`config.mk`:
```
export PLATFORM = sky130hd
export DESIGN_NAME = cdm_array_mul_pipe
export DESIGN_NICKNAME = d
export VERILOG_FILES = /design/src/rtl/cdm_pkg.sv /design/src/rtl/cdm_row_stage.sv /design/src/rtl/cdm_array_mul_pipe.sv
export SDC_FILE = /design/constraint.sdc
export NUM_CORES = 1
export LEC_CHECK = 0
export BUFFER_PORTS_ARGS = -buffer_cell sky130_fd_sc_hd__buf_2
export CAP_MARGIN = 15
export CELL_PAD_IN_SITES_DETAIL_PLACEMENT = 1
export CELL_PAD_IN_SITES_GLOBAL_PLACEMENT = 1
export CORE_UTILIZATION = 43
export DETAILED_ROUTE_END_ITERATION = 10
export PLACE_DENSITY = 0.74
export SETUP_SLACK_MARGIN = 0.3
export SLEW_MARGIN = 25
export SYNTH_ARGS = -nofsm -noshare
export SYNTH_HDL_FRONTEND = slang
export SYNTH_SLANG_ARGS = --single-unit
```
`constraint.sdc`:
```
create_clock -name clk -period 5.55 [get_ports clk]
set_input_delay 0.8325 -clock clk [delete_from_list [all_inputs] [get_ports clk]]
set_output_delay 0.8325 -clock clk [all_outputs]
set_load 0.01 [all_outputs]
```
`src/rtl/cdm_pkg.sv`:
```
// Shared definitions for the carry-disregard pipelined array multiplier:
// parameter legality check, column XOR helper and the per-stage control record.
package cdm_pkg;

  localparam int MAX_W = 32;

  typedef struct packed {
    logic valid;
    logic approx;
  } stage_ctl_t;

  function automatic bit params_ok(input int width, input int stages, input int approx_k);
    return (width > 0) && (width <= MAX_W) && (stages > 0) && ((width % stages) == 0) &&
           (approx_k >= 0) && (approx_k <= 2 * width);
  endfunction

  // XOR of every partial-product bit a[i]&b[j] that lands in column c = i+j.
  function automatic logic col_xor(input logic [MAX_W-1:0] a, input logic [MAX_W-1:0] b,
                                   input int c);
    logic x;
    x = 1'b0;
    for (int i = 0; i < MAX_W; i++) begin
      if ((c - i >= 0) && (c - i < MAX_W)) begin
        x = x ^ (a[i] & b[c-i]);
      end
    end
    return x;
  endfunction

endpackage

```
`src/rtl/cdm_row_stage.sv`:
```
// One multiplier pipeline stage: folds ROWS multiplier rows into the exact,
// high-column and low-column-XOR accumulators, then registers them under enable.
module cdm_row_stage
  import cdm_pkg::*;
#(
  parameter int WIDTH     = 8,
  parameter int APPROX_K  = 4,
  parameter int ROWS      = 4,
  parameter int FIRST_ROW = 0
) (
  input  logic               clk,
  input  logic               rst,
  input  logic               en,
  input  stage_ctl_t         ctl_in,
  input  logic [WIDTH-1:0]   a_in,
  input  logic [WIDTH-1:0]   b_in,
  input  logic [2*WIDTH-1:0] exact_in,
  input  logic [2*WIDTH-1:0] hi_in,
  input  logic [2*WIDTH-1:0] lo_in,
  output stage_ctl_t         ctl_out,
  output logic [WIDTH-1:0]   a_out,
  output logic [WIDTH-1:0]   b_out,
  output logic [2*WIDTH-1:0] exact_out,
  output logic [2*WIDTH-1:0] hi_out,
  output logic [2*WIDTH-1:0] lo_out
);

  localparam int PW = 2 * WIDTH;
  // Columns below APPROX_K are carry-free; with APPROX_K=0 the mask is empty.
  localparam logic [PW-1:0] LO_MASK = {PW{1'b1}} >> (PW - APPROX_K);

  logic [PW-1:0]    exact_nx;
  logic [PW-1:0]    hi_nx;
  logic [PW-1:0]    lo_nx;
  logic [PW-1:0]    row;
  logic [MAX_W-1:0] a_ext;
  logic [MAX_W-1:0] b_ext;

  always_comb begin
    exact_nx = exact_in;
    hi_nx    = hi_in;
    lo_nx    = lo_in;
    row      = '0;
    a_ext    = '0;
    b_ext    = '0;
    a_ext[WIDTH-1:0] = a_in;
    for (int r = 0; r < ROWS; r++) begin
      b_ext[FIRST_ROW+r] = b_in[FIRST_ROW+r];
      row = {{WIDTH{1'b0}}, a_in} << (FIRST_ROW + r);
      if (b_in[FIRST_ROW+r]) begin
        exact_nx = exact_nx + row;
        hi_nx    = hi_nx + (row & ~LO_MASK);
      end
    end
    // High sums never see the low columns, so no carry crosses into column APPROX_K.
    for (int c = 0; c < PW; c++) begin
      if (c < APPROX_K) begin
        lo_nx[c] = lo_in[c] ^ col_xor(a_ext, b_ext, c);
      end
    end
  end

  always_ff @(posedge clk or posedge rst) begin
    if (rst) begin
      ctl_out   <= '0;
      a_out     <= '0;
      b_out     <= '0;
      exact_out <= '0;
      hi_out    <= '0;
      lo_out    <= '0;
    end else if (en) begin
      ctl_out <= ctl_in;
      if (ctl_in.valid) begin
        a_out     <= a_in;
        b_out     <= b_in;
        exact_out <= exact_nx;
        hi_out    <= hi_nx;
        lo_out    <= lo_nx;
      end
    end
  end

endmodule

```
`src/rtl/cdm_array_mul_pipe.sv`:
```
// Pipelined unsigned array multiplier with per-beat carry-disregard approximation
// of the low product columns, valid/ready handshakes and an approximate-beat counter.
module cdm_array_mul_pipe
  import cdm_pkg::*;
#(
  parameter int WIDTH    = 8,
  parameter int APPROX_K = 4,
  parameter int STAGES   = 2,
  parameter int CNT_W    = 16
) (
  input  logic               clk,
  input  logic               rst,
  input  logic               in_valid,
  output logic               in_ready,
  input  logic [WIDTH-1:0]   in_a,
  input  logic [WIDTH-1:0]   in_b,
  input  logic               in_approx,
  output logic               out_valid,
  input  logic               out_ready,
  output logic [2*WIDTH-1:0] out_p,
  output logic               out_approx,
  output logic [CNT_W-1:0]   approx_cnt
);

  localparam int R = WIDTH / STAGES;

  if (!params_ok(WIDTH, STAGES, APPROX_K)) begin : g_bad_params
    $error("cdm_array_mul_pipe: illegal WIDTH/STAGES/APPROX_K combination");
  end

  stage_ctl_t         ctl   [STAGES+1];
  logic [WIDTH-1:0]   a_s   [STAGES+1];
  logic [WIDTH-1:0]   b_s   [STAGES+1];
  logic [2*WIDTH-1:0] exact [STAGES+1];
  logic [2*WIDTH-1:0] hi    [STAGES+1];
  logic [2*WIDTH-1:0] lo    [STAGES+1];

  logic             stall;
  logic [CNT_W-1:0] cnt;
  logic             unused_tail;

  assign ctl[0]   = {in_valid, in_approx};
  assign a_s[0]   = in_a;
  assign b_s[0]   = in_b;
  assign exact[0] = '0;
  assign hi[0]    = '0;
  assign lo[0]    = '0;

  for (genvar s = 0; s < STAGES; s++) begin : g_stage
    cdm_row_stage #(
      .WIDTH    (WIDTH),
      .APPROX_K (APPROX_K),
      .ROWS     (R),
      .FIRST_ROW(s * R)
    ) u_stage (
      .clk      (clk),
      .rst      (rst),
      .en       (~stall),
      .ctl_in   (ctl[s]),
      .a_in     (a_s[s]),
      .b_in     (b_s[s]),
      .exact_in (exact[s]),
      .hi_in    (hi[s]),
      .lo_in    (lo[s]),
      .ctl_out  (ctl[s+1]),
      .a_out    (a_s[s+1]),
      .b_out    (b_s[s+1]),
      .exact_out(exact[s+1]),
      .hi_out   (hi[s+1]),
      .lo_out   (lo[s+1])
    );
  end

  // Operands leaving the final stage are no longer needed.
  assign unused_tail = ^{a_s[STAGES], b_s[STAGES]};

  // A full output that is not taken freezes the whole pipe.
  assign stall      = out_valid & ~out_ready;
  assign in_ready   = ~stall;
  assign out_valid  = ctl[STAGES].valid;
  assign out_approx = ctl[STAGES].approx;
  assign out_p      = ctl[STAGES].approx ? (hi[STAGES] | lo[STAGES]) : exact[STAGES];
  assign approx_cnt = cnt;

  always_ff @(posedge clk or posedge rst) begin
    if (rst) begin
      cnt <= '0;
    end else if (out_valid && out_ready && out_approx && (cnt != {CNT_W{1'b1}})) begin
      cnt <= cnt + {{(CNT_W-1){1'b0}}, 1'b1};
    end
  end

endmodule

```
==> reports/metrics.csv, run 1 <==
metric,value,unit
grt_pass1_wl,47000,um
ys_warn_count,0,
worstSetupEndpoint,g_stage[1].u_stage.hi_out[14],
routed_via_density,6.02,
diodes,0,
postCtsHoldBufs,0,
synth.top_cell.area_share,23.6,%
wl_met1,13700,um
rows,52,
root_buffer,clkbuf_16,
start_kind,flop,
slew_headroom,35.0,%
grt_max_degree,61,
clock_skew,0.0150,ns
area_growth,21.0,%
nets,1339,
fp.dieW,148,um
io_buffers,55,
slew_viol_final,0,
hpwl,21700,um
cts_buffers,9,
antenna_found_initial,0,
start_util,44.5,%
maxCapViolCount,0,
die_height,148,um
synth.area.top_cells,"dfrtp_1 (24%), ha_1 (15%), nand2_1 (6.1%)",
startpoint,g_stage[0].u_stage.hi_out[4],
tightest_slew,0.974,ns
h-tree-depth,3,
synthArstFlopShare,100,%
cts_tree,built,
syn_area,9120,sq um
worstPathRequired,5.79,ns
cp.arrival,5.66,ns
syn-num-nets,1237,
netlist-cell-type-count,67,
crit_fanout,4,
seq_area,2150,sq um
leakage,0.00532,uW
rsz0062_at_grt,yes,
io_pins,56,
ys_seq_area_share,23.6,%
r2r_start,g_stage[0].u_stage.hi_out[4],
tns,0,ns
hold_path_class,reg2reg,
finalSetupViolations,0,
grt-ovfl-total,0,
drt-pass1-iter-count,4,
reg2reg_depth,24,
power_density,521,nW/um^2
dieArea,21800,sq um
ys.flop_type,dfrtp_1,
final_cell_mix,"nand2_1 (145), ha_1 (92), dfrtp_1 (84)",
grt_pass1_vias,8986,
yosysTopAreaCell,dfrtp_1,
status,completed,
drt-initial-drc-count,404,
path_class,reg2reg,
gp_congestion,0.892,
wl_met2,14900,um
highest_layer,met4,
path_clk_slew,0.08,ns
ff2ff_setup_slack,0.13,ns
wl,30600,um
hold_viol_final,0,
final_util,53.9,%
wl_met3,1410,um
wire_per_inst,20.8,um
avgSynthCellArea,8.36,sq um
r2r_end,g_stage[1].u_stage.hi_out[14],
setup.worst_path.end_class,flop,
syn_inst,1091,
drive_above_1_share,23.8,%
fillers,2443,
synth-edff-count,0,
insertion_delay,0.36,ns
multi_input_area,7150,sq um
drc_errors,0,
mostFrequentLayoutCell,nand2_1,
grt_use_total,27.3,%
synth-seq-cells,86,
cts_buffer_depth,2,
vias,8839,
period_minus_slack,5.42,ns
core_area,20500,sq um
fmax,185,MHz
ir_drop,217,uV
cts_sinks,86,
fin_crit_sh,97.6,%
antenna_left,0,
==> worst max-delay path, cell delays in order (launching register included) <==
cell and delay [ns]:
dfrtp_1 0.37, ha_2 0.20, inv_2 0.04, fa_2 0.37, buf_4 0.15, xnor2_1 0.11
mux2_2 0.30, ha_1 0.32, a21o_1 0.20, a21oi_1 0.22, xnor2_1 0.10, mux2i_1 0.21
inv_1 0.07, ha_1 0.33, nor2b_4 0.15, o31a_1 0.24, or3_1 0.35, a32o_1 0.27
a211o_1 0.32, ha_4 0.20, or3_4 0.35, a31oi_4 0.18, o21bai_1 0.09, nand3b_1 0.08
nand3_1 0.08
==> timing repair <==
action	4_1_cts	5_1_grt
cloned	0	0
setup endpoints to repair	9	13
setup buffers	25	18
resized for setup	51	53
pin swaps	47	44
==> Yosys cell counts, types with 7 or more instances <==
cell type and number:
o21a_1 9, mux2i_1 21, clkbuf_1 37, a22o_1 7, nor2_1 70, nor2b_1 12
a211oi_1 19, nand3_1 21, nand2b_1 12, inv_1 46, mux2_2 32, or3_1 8
nand4_1 10, xnor2_1 45, fa_1 14, dfrtp_1 86, nor3_1 12, o21ai_0 74
a31oi_1 14, a21o_1 45, xor2_1 31, nand2_1 147, ha_1 111, o31ai_1 7
a21oi_1 60, and2_1 15, o211ai_1 14
==> stage by stage <==
stage / setup WS [ns] / hold slack [ns] / area, sq um / instances / power [uW]
after floorplan: 0.311 / 0.439 / 9140 / 1091 / 3270
after global placement: -0.00402 / 0.450 / 9870 / 1409 / 4070
after detailed placement: -0.150 / 0.454 / 9870 / 1409 / 4180
after CTS: 0.240 / 0.472 / 10600 / 1450 / 5210
after global routing: -0.128 / 0.499 / 11000 / 1468 / 6160
final: 0.131 / 0.471 / 11000 / 1468 / 5750
==> power breakdown <==
part	switching, uW	internal, uW
sequential	173	805
combinational	2200	1940
clock	310	321
total	2690	3070
==> cell type report <==
class	count	share of cell area, %
clock inverter	7	0.692
multi-input combinational	909	64.8
clock buffer	9	2.04
timing repair buffer	138	8.14
tap	270	3.06
inverter	49	1.72
sequential	86	19.5
==> cells by family (layout without fill, tap and decap cells) <==
group | Yosys count | count (layout) | share of synthesized area [%]
xor+xnor | 76 | 76 | 7.30
mux | 53 | 53 | 6.26
fa+ha+maj | 125 | 125 | 18.3
simple gates | 334 | 334 | 16.8
compound gates | 321 | 321 | 23.6
buf+inv | 96 | 203 | 4.05
flops | 86 | 86 | 23.6
==> routing by layer <==
layer,vias up,global-route usage [%]
li1,4154,-
met1,4399,36.2
met2,231,46.1
met3,55,3.95
met4,0,7.73
met5,-,0
==> state kept, by name (all words and copies together), names as in the netlist <==
name	count
g_stage.u_stage.exact_out	27
g_stage.u_stage.a_out	8
approx_cnt	16
g_stage.u_stage.hi_out	20
g_stage.u_stage.ctl_out	4
g_stage.u_stage.lo_out	7
g_stage.u_stage.b_out	4
==> how the worst min path moves through the flow <==
stage / start / endpoint / slack [ns] / depth (start not counted)
6_report: g_stage[0].u_stage.lo_out[0] / g_stage[1].u_stage.exact_out[0] / 0.47 / 2
5_1_grt: g_stage[0].u_stage.lo_out[0] / g_stage[1].u_stage.exact_out[0] / 0.50 / 2
4_1_cts: g_stage[0].u_stage.exact_out[3] / g_stage[1].u_stage.exact_out[3] / 0.47 / 2
3_5_place_dp: g_stage[0].u_stage.exact_out[3] / g_stage[1].u_stage.exact_out[3] / 0.45 / 2
3_3_place_gp: g_stage[0].u_stage.exact_out[3] / g_stage[1].u_stage.exact_out[3] / 0.45 / 2
2_1_floorplan: g_stage[0].u_stage.exact_out[2] / g_stage[0].u_stage.exact_out[2] / 0.44 / 2
(Power assumes the default switching activity.)
==> run 2, diff against run 1 <==
Clock period 5.55 ns to 4.97 ns, I/O delays scaled along.
==> run 2 against run 1 <==
Wire length rose by 44%; die area is the same; non-clock buffer count up 158; sequential power rose by 15%; critical endpoint is now g_stage[1].u_stage.hi_out[13]; the run now ends with setup timing left; sequential share of layout area shrank 2.6 points; largest power group unchanged.
==> reports/metrics.csv, run 2 (synthesis results as in run 1) <==
metric,value,unit,change
status,finished with violations,,
violations,setup timing,,
ir_drop,286,uV,+32%
grt_pass1_vias,10633,,+18%
r2r_end,g_stage[1].u_stage.hi_out[13],,
mostFrequentLayoutCell,buf_4,,
leakage,0.00616,uW,+16%
start_util,44.5,%,unchanged
clockPowerShare,8.6,%,-2.4 points
setup.worst_path.end_class,flop,,
period_minus_slack,5.71,ns,+0.294 ns
vias,10525,,+19%
grt_use_total,33.9,%,+6.6 points
crit_path_frequent_cell,ha_4,,
combPwrFrac,78.2,%,+6.2 points
worstSetupEndpoint,g_stage[1].u_stage.hi_out[13],,
wl,43900,um,+44%
start_kind,flop,,
hold_path_class,in2async,,
maxCapViolCount,0,,unchanged
drive_above_1_share,38.6,%,+15 points
drc_errors,0,,unchanged
gp_congestion,0.890,,-0.22%
fmax,175,MHz,-5.1%
place_inst,1547,,+9.8%
tightest_slew,1.16,ns,+0.183 ns
p_sw,4070,uW,+52%
area_growth,39.9,%,
io_pins,56,,unchanged
cts_buffers,9,,unchanged
antenna_found_initial,0,,unchanged
path_buf_inv,3,,unchanged
clock_skew,0.0155,ns,+0.000466 ns
path_clk_slew,0.09,ns,about the same
nets,1497,,+12%
routed_via_density,6.47,,+7.5%
power_density,669,nW/um^2,+28%
internal_power,4470,uW,+46%
cts_sinks,86,,unchanged
finalSetupViolations,14,,+14
die_height,148,um,unchanged
cts_tree,built,,
path_class,reg2reg,,
hold_viol_final,0,,unchanged
total_power,8540,uW,+48%
wire_per_inst,27.0,um,+30%
hpwl,24100,um,+11%
cpLargestDelayFamily,compound AO/OA/AOI/OAI gates,,
insertion_delay,0.37,ns,about the same
max_stage_delay,0.42,ns,+0.05 ns
r2r_start,g_stage[0].u_stage.hi_out[4],,
top_register,g_stage.u_stage.exact_out,,
fillers,2353,,-3.7%
fp.dieW,148,um,unchanged
dieArea,21800,sq um,unchanged
drt-pass1-iter-count,5,,+1
drt-initial-drc-count,779,,+93%
reg2reg_depth,27,,+13%
fin_crit_sh,115,%,+17 points
tns,-7.10,ns,-7.10 ns
root_buffer,clkbuf_16,,
io_buffers,55,,unchanged
final_cells,1626,,+11%
cp.arrival,6.00,ns,+0.34 ns
cts_buffer_depth,2,,unchanged
crit_slowest_cell,dfrtp_1,,
final_util,62.3,%,+8.4 points
startpoint,g_stage[0].u_stage.hi_out[4],,
seqPwrFrac,13.2,%,-3.8 points
largest_reg_flops,27,,unchanged
diodes,0,,unchanged
slew_headroom,22.8,%,-12 points
rsz0062_at_grt,yes,,
h-tree-depth,3,,unchanged
core_area,20500,sq um,unchanged
grt_max_degree,47,,-23%
switching_share,47.7,%,+0.99 points
worstPathRequired,5.25,ns,-0.54 ns
ff2ff_setup_slack,-0.74,ns,-0.87 ns
grt-ovfl-total,0,,unchanged
setup_slack,-0.743,ns,-0.874 ns
grt_pass1_wl,57700,um,+23%
crit_cells,27,,+13%
antenna_left,0,,unchanged
final_cell_mix,"buf_4 (234), nand2_1 (142), dfrtp_1 (83)",,
rows,52,,unchanged
crit_fanout,4,,unchanged
slew_viol_final,0,,unchanged
-- run 2: changes by cell type in the layout (fill, tap and decap cells not counted), moves of 6 or more --
cell	change
o21ai_2	+7
fa_1	-6
buf_6	+6
o21ai_0	-9
ha_4	+14
buf_4	+151
fa_2	+6
a21oi_1	-10
ha_1	-19
-- run 2: timing repair --
action / 4_1_cts / 5_1_grt
buffers inserted: 36 / 27
pin swaps: 70 / 81
endpoints found under the setup margin: 16 / 22
hold buffers: 0 / 0
gates resized for setup: 101 / 105
-- run 2: worst min-delay path by stage --
stage,start,endpoint,slack (ns),depth (start not counted)
2_1_floorplan,g_stage[0].u_stage.exact_out[2],g_stage[0].u_stage.exact_out[2],0.44,2
3_3_place_gp,g_stage[0].u_stage.lo_out[1],g_stage[1].u_stage.lo_out[1],0.45,2
3_5_place_dp,g_stage[1].u_stage.exact_out[2],g_stage[1].u_stage.exact_out[2],0.46,2
4_1_cts,g_stage[1].u_stage.exact_out[2],g_stage[1].u_stage.exact_out[2],0.48,2
5_1_grt,g_stage[1].u_stage.exact_out[0],g_stage[1].u_stage.exact_out[0],0.52,2
6_report,rst,approx_cnt[7],0.48,2
-- run 2: final cells by class --
class	instances	area (sq um)	area share (%)
clock buffers	9	225	1.76
clock inverters	7	73.8	0.578
inverters	49	193	1.51
multi-input cells	909	7660	60.0
flip-flops and latches	86	2160	16.9
well taps	270	338	2.65
repair buffers	296	2120	16.6
-- run 2: routing by layer --
layer / track usage, % / wire length (um)
met5: 0 / 0
met2: 60.0 / 21400
met1: 39.8 / 16600
met3: 5.09 / 2960
met4: 17.3 / 3030
-- run 2: power groups by stage --
stage	logic (uW)	clock network (uW)	registers (uW)
finish	6680	737	1120
global route	6970	757	1140
CTS	5310	715	1080
detailed placement	4480	0	1090
global placement	4280	0	1080
floorplan	2660	0	1050
-- run 2: stage by stage --
stage / hold slack (ns) / area, sq um / worst slack [ns]
finish: 0.475 / 12800 / -0.743
global route: 0.524 / 12800 / -0.869
CTS: 0.483 / 12100 / -0.345
detailed placement: 0.465 / 11000 / -0.561
global placement: 0.452 / 11000 / -0.270
floorplan: 0.439 / 9200 / -0.100
